[src/rtl/alu_arbiter.sv]
// Shares one combinational ALU between two requesters with round-robin grant,
// an optional carry-chain lock with idle timeout, and the architectural flags register.
module alu_arbiter #(
    parameter int unsigned DATA_W       = 16,
    parameter int unsigned LOCK_TIMEOUT = 15,
    parameter int unsigned TO_W         = 4
) (
    input  logic              clk,
    input  logic              rst_n,
    input  logic [1:0]        req_valid,
    output logic [1:0]        req_ready,
    input  logic [1:0]        req_lock,
    input  logic [3:0]        req_op0,
    input  logic [3:0]        req_op1,
    input  logic [DATA_W-1:0] req_a0,
    input  logic [DATA_W-1:0] req_b0,
    input  logic [DATA_W-1:0] req_a1,
    input  logic [DATA_W-1:0] req_b1,
    output logic [3:0]        alu_op,
    output logic [DATA_W-1:0] alu_a,
    output logic [DATA_W-1:0] alu_b,
    output logic [7:0]        alu_flgin,
    input  logic [DATA_W-1:0] alu_out,
    input  logic [7:0]        alu_flg,
    input  logic              alu_wb,
    output logic [1:0]        rsp_valid,
    output logic [DATA_W-1:0] rsp_data0,
    output logic [DATA_W-1:0] rsp_data1,
    output logic [7:0]        rsp_flags0,
    output logic [7:0]        rsp_flags1,
    output logic [1:0]        rsp_wb,
    output logic [7:0]        flags_q,
    output logic              lock_err
);

    localparam logic [TO_W-1:0] TO_LAST = TO_W'(LOCK_TIMEOUT - 1);

    typedef enum logic {
        ST_UNLOCKED = 1'b0,
        ST_LOCKED   = 1'b1
    } lockState_e;

    lockState_e      stateQ, stateD;
    logic            lockOwnerQ, lockOwnerD;
    logic            lastGrantQ, lastGrantD;
    logic [TO_W-1:0] toCntQ, toCntD;
    logic            lockErrD;
    logic [1:0]      grant;
    logic            accept;
    logic            gIdx;

    // Grant: lock owner only while locked, otherwise round-robin on contention
    always_comb begin
        grant = 2'b00;
        if (stateQ == ST_LOCKED) begin
            if (lockOwnerQ) grant[1] = req_valid[1];
            else            grant[0] = req_valid[0];
        end else begin
            unique case (req_valid)
                2'b01:   grant = 2'b01;
                2'b10:   grant = 2'b10;
                2'b11:   grant = lastGrantQ ? 2'b01 : 2'b10;
                default: grant = 2'b00;
            endcase
        end
    end

    assign accept    = |grant;
    assign gIdx      = grant[1];
    assign req_ready = grant;
    assign alu_flgin = flags_q;

    // ALU operand mux; idle ALU sees a NOP with zero operands
    always_comb begin
        alu_op = 4'd0;
        alu_a  = '0;
        alu_b  = '0;
        if (grant[0]) begin
            alu_op = req_op0;
            alu_a  = req_a0;
            alu_b  = req_b0;
        end else if (grant[1]) begin
            alu_op = req_op1;
            alu_a  = req_a1;
            alu_b  = req_b1;
        end
    end

    // Lock state, fairness pointer and idle-timeout next state
    always_comb begin
        stateD     = stateQ;
        lockOwnerD = lockOwnerQ;
        lastGrantD = lastGrantQ;
        toCntD     = toCntQ;
        lockErrD   = 1'b0;
        if (accept) begin
            lastGrantD = gIdx;
            toCntD     = '0;
            if (req_lock[gIdx]) begin
                stateD     = ST_LOCKED;
                lockOwnerD = gIdx;
            end else begin
                stateD = ST_UNLOCKED;
            end
        end else if (stateQ == ST_LOCKED) begin
            if (toCntQ == TO_LAST) begin
                stateD     = ST_UNLOCKED;
                toCntD     = '0;
                lockErrD   = 1'b1;
                lastGrantD = lockOwnerQ;
            end else begin
                toCntD = toCntQ + TO_W'(1);
            end
        end
    end

    always_ff @(posedge clk) begin
        if (!rst_n) begin
            stateQ     <= ST_UNLOCKED;
            lockOwnerQ <= 1'b0;
            lastGrantQ <= 1'b1;
            toCntQ     <= '0;
            lock_err   <= 1'b0;
        end else begin
            stateQ     <= stateD;
            lockOwnerQ <= lockOwnerD;
            lastGrantQ <= lastGrantD;
            toCntQ     <= toCntD;
            lock_err   <= lockErrD;
        end
    end

    // Response capture and flags register
    always_ff @(posedge clk) begin
        if (!rst_n) begin
            rsp_valid  <= 2'b00;
            rsp_data0  <= '0;
            rsp_data1  <= '0;
            rsp_flags0 <= 8'h00;
            rsp_flags1 <= 8'h00;
            rsp_wb     <= 2'b00;
            flags_q    <= 8'h00;
        end else begin
            rsp_valid <= grant;
            if (grant[0]) begin
                rsp_data0  <= alu_out;
                rsp_flags0 <= alu_flg;
                rsp_wb[0]  <= alu_wb;
            end
            if (grant[1]) begin
                rsp_data1  <= alu_out;
                rsp_flags1 <= alu_flg;
                rsp_wb[1]  <= alu_wb;
            end
            if (accept && alu_wb) begin
                flags_q <= alu_flg;
            end
        end
    end

endmodule

[config.mk]
export PLATFORM = sky130hd
export DESIGN_NAME = alu_arbiter
export DESIGN_NICKNAME = d
export VERILOG_FILES = /design/src/rtl/alu_arbiter.sv
export SDC_FILE = /design/constraint.sdc
export NUM_CORES = 1
export LEC_CHECK = 0
export CORE_ASPECT_RATIO = 0.8
export CORE_MARGIN = 2
export CORE_UTILIZATION = 38
export CTS_CLUSTER_SIZE = 24
export DETAILED_ROUTE_END_ITERATION = 8
export HOLD_SLACK_MARGIN = 0.15
export PLACE_DENSITY = 0.85
export SYNTH_ARGS = -nofsm -noshare
export SYNTH_HDL_FRONTEND = slang
export SYNTH_SLANG_ARGS = --single-unit
[constraint.sdc]
create_clock -name clk -period 2.2 [get_ports clk]
set_clock_uncertainty 0.05 [all_clocks]
set_input_delay 0.33 -clock clk [delete_from_list [all_inputs] [get_ports clk]]
set_output_delay 0.33 -clock clk [all_outputs]
set_load 0.01 [all_outputs]
# ---- After elaboration in Yosys (flattened, before gate mapping)
# Index checks and enable logic that the tools add are counted.
dict set report op_classes {
  add_sub_neg 1
  n_lt_le_gt_ge 1
  eq_ne 4
  mux 22
  n_bitwise 2
  n_reduce_logical 8
}
# operator n
set ops {}
lappend ops {{16-bit 2-to-1 mux} 4}
lappend ops {{1-bit 2-to-1 mux} 12}
lappend ops {{4-bit 2-to-1 mux} 3}
lappend ops {{2-bit case mux with 3 select lines} 1}
lappend ops {{4-bit by 1-bit adder with 4-bit output (second input constant)} 1}
lappend ops {{2-bit == test (second input constant)} 2}
lappend ops {{4-bit == test (second input constant)} 1}
lappend ops {{2-bit 2-to-1 mux} 2}
lappend ops {{2-bit AND reduction} 2}
lappend ops {{2-bit nonzero test} 2}
lappend ops {{4-bit OR reduction} 1}
lappend ops {{3-bit OR reduction} 1}
lappend ops {{2-bit by 1-bit == test with 1-bit output (second input constant)} 1}
lappend ops {{1-bit by 2-bit < comparator with 1-bit output (second input constant)} 1}
lappend ops {{1-bit NOT} 2}
lappend ops {{2-bit OR reduction} 1}
lappend ops {{1-bit logical AND} 1}
dict set report word_totals {
  ff_bits 68
  in_bits 103
  output_inout_bits 107
  elab_cells 51
}

# ---- Depth between registers and ports, before layout
dict set report depth {
  ltp_word 7
  mapped_depth 7
  mapped_depth_nobuf 5
}

# ---- Worst setup path after synthesis
# Ideal clock, no wire load.
dict set report synth_path {
  path_type {register to output}
  from {register lastGrantQ}
  to {output port alu_a[0]}
  t_arrival_ns 1.247
  required_time_ns 1.820
  path_slack_ns 0.573
  stages_incl_launch_ff 6
  n_path_buf 1
  path_cell_list {dfxtp_1 nand2b_1 o211ai_4 inv_4 buf_6 a22o_1}
}
dict set report synth_via {
  elab_chain_len 5
}
# element line
set synth_rtl {}
lappend synth_rtl {{start: declaration} 45} ;# logic lastGrantQ, lastGrantD;
lappend synth_rtl {{start signal: assignment} 127} ;# lastGrantQ <= lastGrantD;
lappend synth_rtl {{2-bit 2-to-1 mux *} 62} ;# 2'b11: grant = lastGrantQ ? 2'b01 : 2'b10;
lappend synth_rtl {{2-bit case mux with 3 select lines *} 59} ;# unique case (req_valid)
lappend synth_rtl {{2-bit 2-to-1 mux *} 55} ;# if (stateQ == ST_LOCKED) begin
lappend synth_rtl {{16-bit 2-to-1 mux} 82} ;# end else if (grant[1]) begin
lappend synth_rtl {{16-bit 2-to-1 mux *} 78} ;# if (grant[0]) begin
lappend synth_rtl {{end: declaration} 20} ;# output logic [DATA_W-1:0] alu_a,
# Mark *: on every way between the ends. The rest lies on a longest branch, timed or not.

# ---- Worst setup path after layout
dict set report layout_path {
  from {register lastGrantQ}
  to {output port alu_b[11]}
}
dict set report layout_via {
  elab_chain_len 5
}
# element line
set layout_rtl {}
lappend layout_rtl {{2-bit 2-to-1 mux *} 62}
lappend layout_rtl {{2-bit case mux with 3 select lines *} 59}
lappend layout_rtl {{2-bit 2-to-1 mux *} 55}
lappend layout_rtl {{16-bit 2-to-1 mux} 82}
lappend layout_rtl {{16-bit 2-to-1 mux *} 78}
lappend layout_rtl {{end: declaration} 21} ;# output logic [DATA_W-1:0] alu_b,
# Marked as above.

==> results.toml <==
[sta]
finalSetupViolCount = 0
hold_ws_ns = 0.261
fmax_mhz = 470
slew_viol_final = 0
min_period_ns = 2.13
fin_crit_sh_pct = 96.8
rsz0062_at_grt = "true"
worst_pin_slew_ns = 0.330
relSlewSlack_pct = 78.0
finalSetupTns_ns = 0
finalHoldViolCount = 0

[floorplan]
die_area_um2 = 8860
rows = 29
start_util_pct = 39.0
die_x_um = 105
die_h_um = 84.6
io_pins = 210
coreArea_um2 = 7910

[setup_path]
cp.required_ns = 1.82
cpMaxStageDelayCell = "dfxtp_2"
slowest_delay_ns = 0.34
end_kind = "primary output"
worstSetupStartpointType = "flip-flop"
r2r_start = "lastGrantQ"
rr_endpoint = "stateQ"
crit_arrival_ns = 1.75
critical_path_buf_inv_count = 3
cpLargestDelayFamily = "buffers and inverters"
cp_max_fo = 17
reg2reg_depth = 8
worstSetupPathType = "reg -> out"
path_cells = "nand2b_4 -> o211ai_4 -> inv_4 -> buf_12 -> a22o_1 -> clkdlybuf4s15_1"
r2r_slack_ns = 0.53

[detailed_routing]
postRouteAntennaNets = 0
vias_per_cell = 5.01
drt-pass1-iter-count = 4
drt_iter0_drc = 125
drt_wl_total_um = 11600
route.detailed.drc = 0
vias = 3416
wl_per_cell_um = 17.0

[global_routing]
grt_util_met2_pct = 46.9
grt_max_degree = 29
grt_pass1_vias = 3232
grt_pass1_wl_um = 17500
grtUsageMet1_pct = 27.6
grtUsageTotal_pct = 25.4
gr-total-overflow = 0
top_usage_layer = "met2"
antenna_found_initial = 0
use_met3_pct = 8.85

[synth]
yosysWarnings = 0
yosysSeqAreaShare_pct = 44.1
synth.distinct_cells = 32
synth.top_cell.area_share_pct = 44.1
post-synth-top-area-cell = "dfxtp_1"
ys_seq_elements = 68
yosys.area_share.simple_pct = 18.9
synth-compound-area-share_pct = 25.6
netlist_top_cells_area = "dfxtp_1 (44%), nand2_1 (15%), a22o_1 (10%)"
syn_avg_cell_area_um2 = 8.52
syn-num-nets = 465
syn_area_um2 = 3080
synthCells = 362
synth_top_family_by_area = "compound AO/OA/AOI/OAI gates"
muxShareOfSynthArea_pct = 3.33
synth_xor_area_share_pct = 0.284
synth_fa_ha_area_share_pct = 0

[pwr]
p_seq_share_pct = 37.8
p_leak_nw = 2.17
switchingPower_w = 0.000927
ir_drop_mv = 0.536
comb_power_share_pct = 27.0
power_density_nw_per_um2 = 657
p_sw_share_pct = 25.7
total_power_w = 0.00361
p_int_w = 0.00268
power.share.clock_pct = 35.2

[cts]
max-clock-path-buffers = 2
root_buffer = "clkbuf_8"
htreeDepth = 3
cts_tree = "built"
cts_buffers = 9
numClockSinks = 68
ctsHoldBuffers = 0
clk_pin_slew_ns = 0.07
worstSkewPairLatency_ns = 0.35

[placement]
post-place-cells = 664
portBuffers = 209
dp_hpwl_um = 8890
gp_congestion = 0.974

[layout]
drive_gt1_share_pct = 11.1
final_cells = 682
area_growth_syn_to_layout_pct = 78.2
nNetsFinal = 672
layout_commonest_cell = "clkdlybuf4s50_1"
diodes = 0
utilization_pct = 69.5
mostFrequentLayoutCells = "clkdlybuf4s50_1 (168), nand2_1 (124), dfxtp_1 (65)"

[min_path]
hold_end = "lastGrantQ"
hold_path.class = "in -> reg"
min-delay-start = "rst_n"
hold_depth = 2

[run_status]
status = "completed"

[run]
maxCapViolCount = 0
-- power by group through the flow --
stage               Clock (W)  Combinational (W)  Sequential (W)
floorplan                   0           0.000383         0.00142
global placement            0           0.000997         0.00138
detailed placement          0            0.00101         0.00139
CTS                   0.00129           0.000971         0.00136
global route          0.00135            0.00104         0.00137
finish                0.00127           0.000976         0.00136
-- cell families (layout without fill, tap and decap cells) --
kind of cell    Yosys count  count (layout)
flops                    68              68
xor+xnor                  1               1
compound gates          100             100
buf+inv                  38             250
simple gates            145             145
mux                      10              10
-- cell type report --
class                   count  area (um2)
fillers                   645        2410
repair buffers            231        2240
multi-input cells         256        1490
flip-flops and latches     68        1370
clock buffers              12         155
well taps                 108         135
clock inverters             4        95.1
inverters                   3        13.8
-- Yosys cell counts, drive strengths merged --
cell    number
mux2i        8
o211ai       2
a21boi      51
inv          3
o21a         1
nand2b       3
a21oi        5
mux2         2
nor3         2
dfxtp       68
o22ai        1
nand2      124
clkbuf       9
nand4        1
buf         26
a22o        36
and2         2
nor3b        1
xor2         1
o21ai        4
nand3b       2
nand3        5
nor2         4
or3          1
-- through the flow --
step           setup slack, ns  cell area [um2]
2_1_floorplan            0.573             3080
3_3_place_gp            -0.279             5270
3_5_place_dp            -0.280             5270
4_1_cts               0.000276             5470
5_1_grt               -0.00351             5500
6_report                0.0709             5500
-- how the worst max path moves through the flow --
stage	startpoint	end	slack [ns]	depth (start not counted)
after floorplan	lastGrantQ	alu_a[0]	0.57	5
after global placement	req_valid[1]	alu_b[11]	-0.28	7
after detailed placement	req_valid[1]	alu_b[11]	-0.28	7
after CTS	lastGrantQ	alu_a[4]	0.0003	6
after global routing	lastGrantQ	alu_b[4]	-0.004	6
final	lastGrantQ	alu_b[11]	0.07	6
-- sequential cells by signal, indices dropped and copies added, names as in the netlist --
signal      cells
rsp_valid       2
lastGrantQ      1
lockOwnerQ      1
alu_flgin       8
toCntQ          4
stateQ          1
lock_err        1
rsp_flags1      8
rsp_wb          2
rsp_data0      16
rsp_data1      16
rsp_flags0      8
-- per-layer routing --
metal	up-vias	share of wire (%)
li1	1635	-
met1	1632	40
met2	132	51
met3	17	7.4
met4	0	1.6
met5	-	0
-- what timing repair did --
| item | 4_1_cts | 5_1_grt |
|---|---|---|
| gates cloned | 1 | 0 |
| pin swaps | 1 | 1 |
| gates resized for setup | 88 | 21 |
| setup buffers | 1 | 0 |
| endpoints found under the setup margin | 38 | 22 |
(Power assumes the default switching activity.)
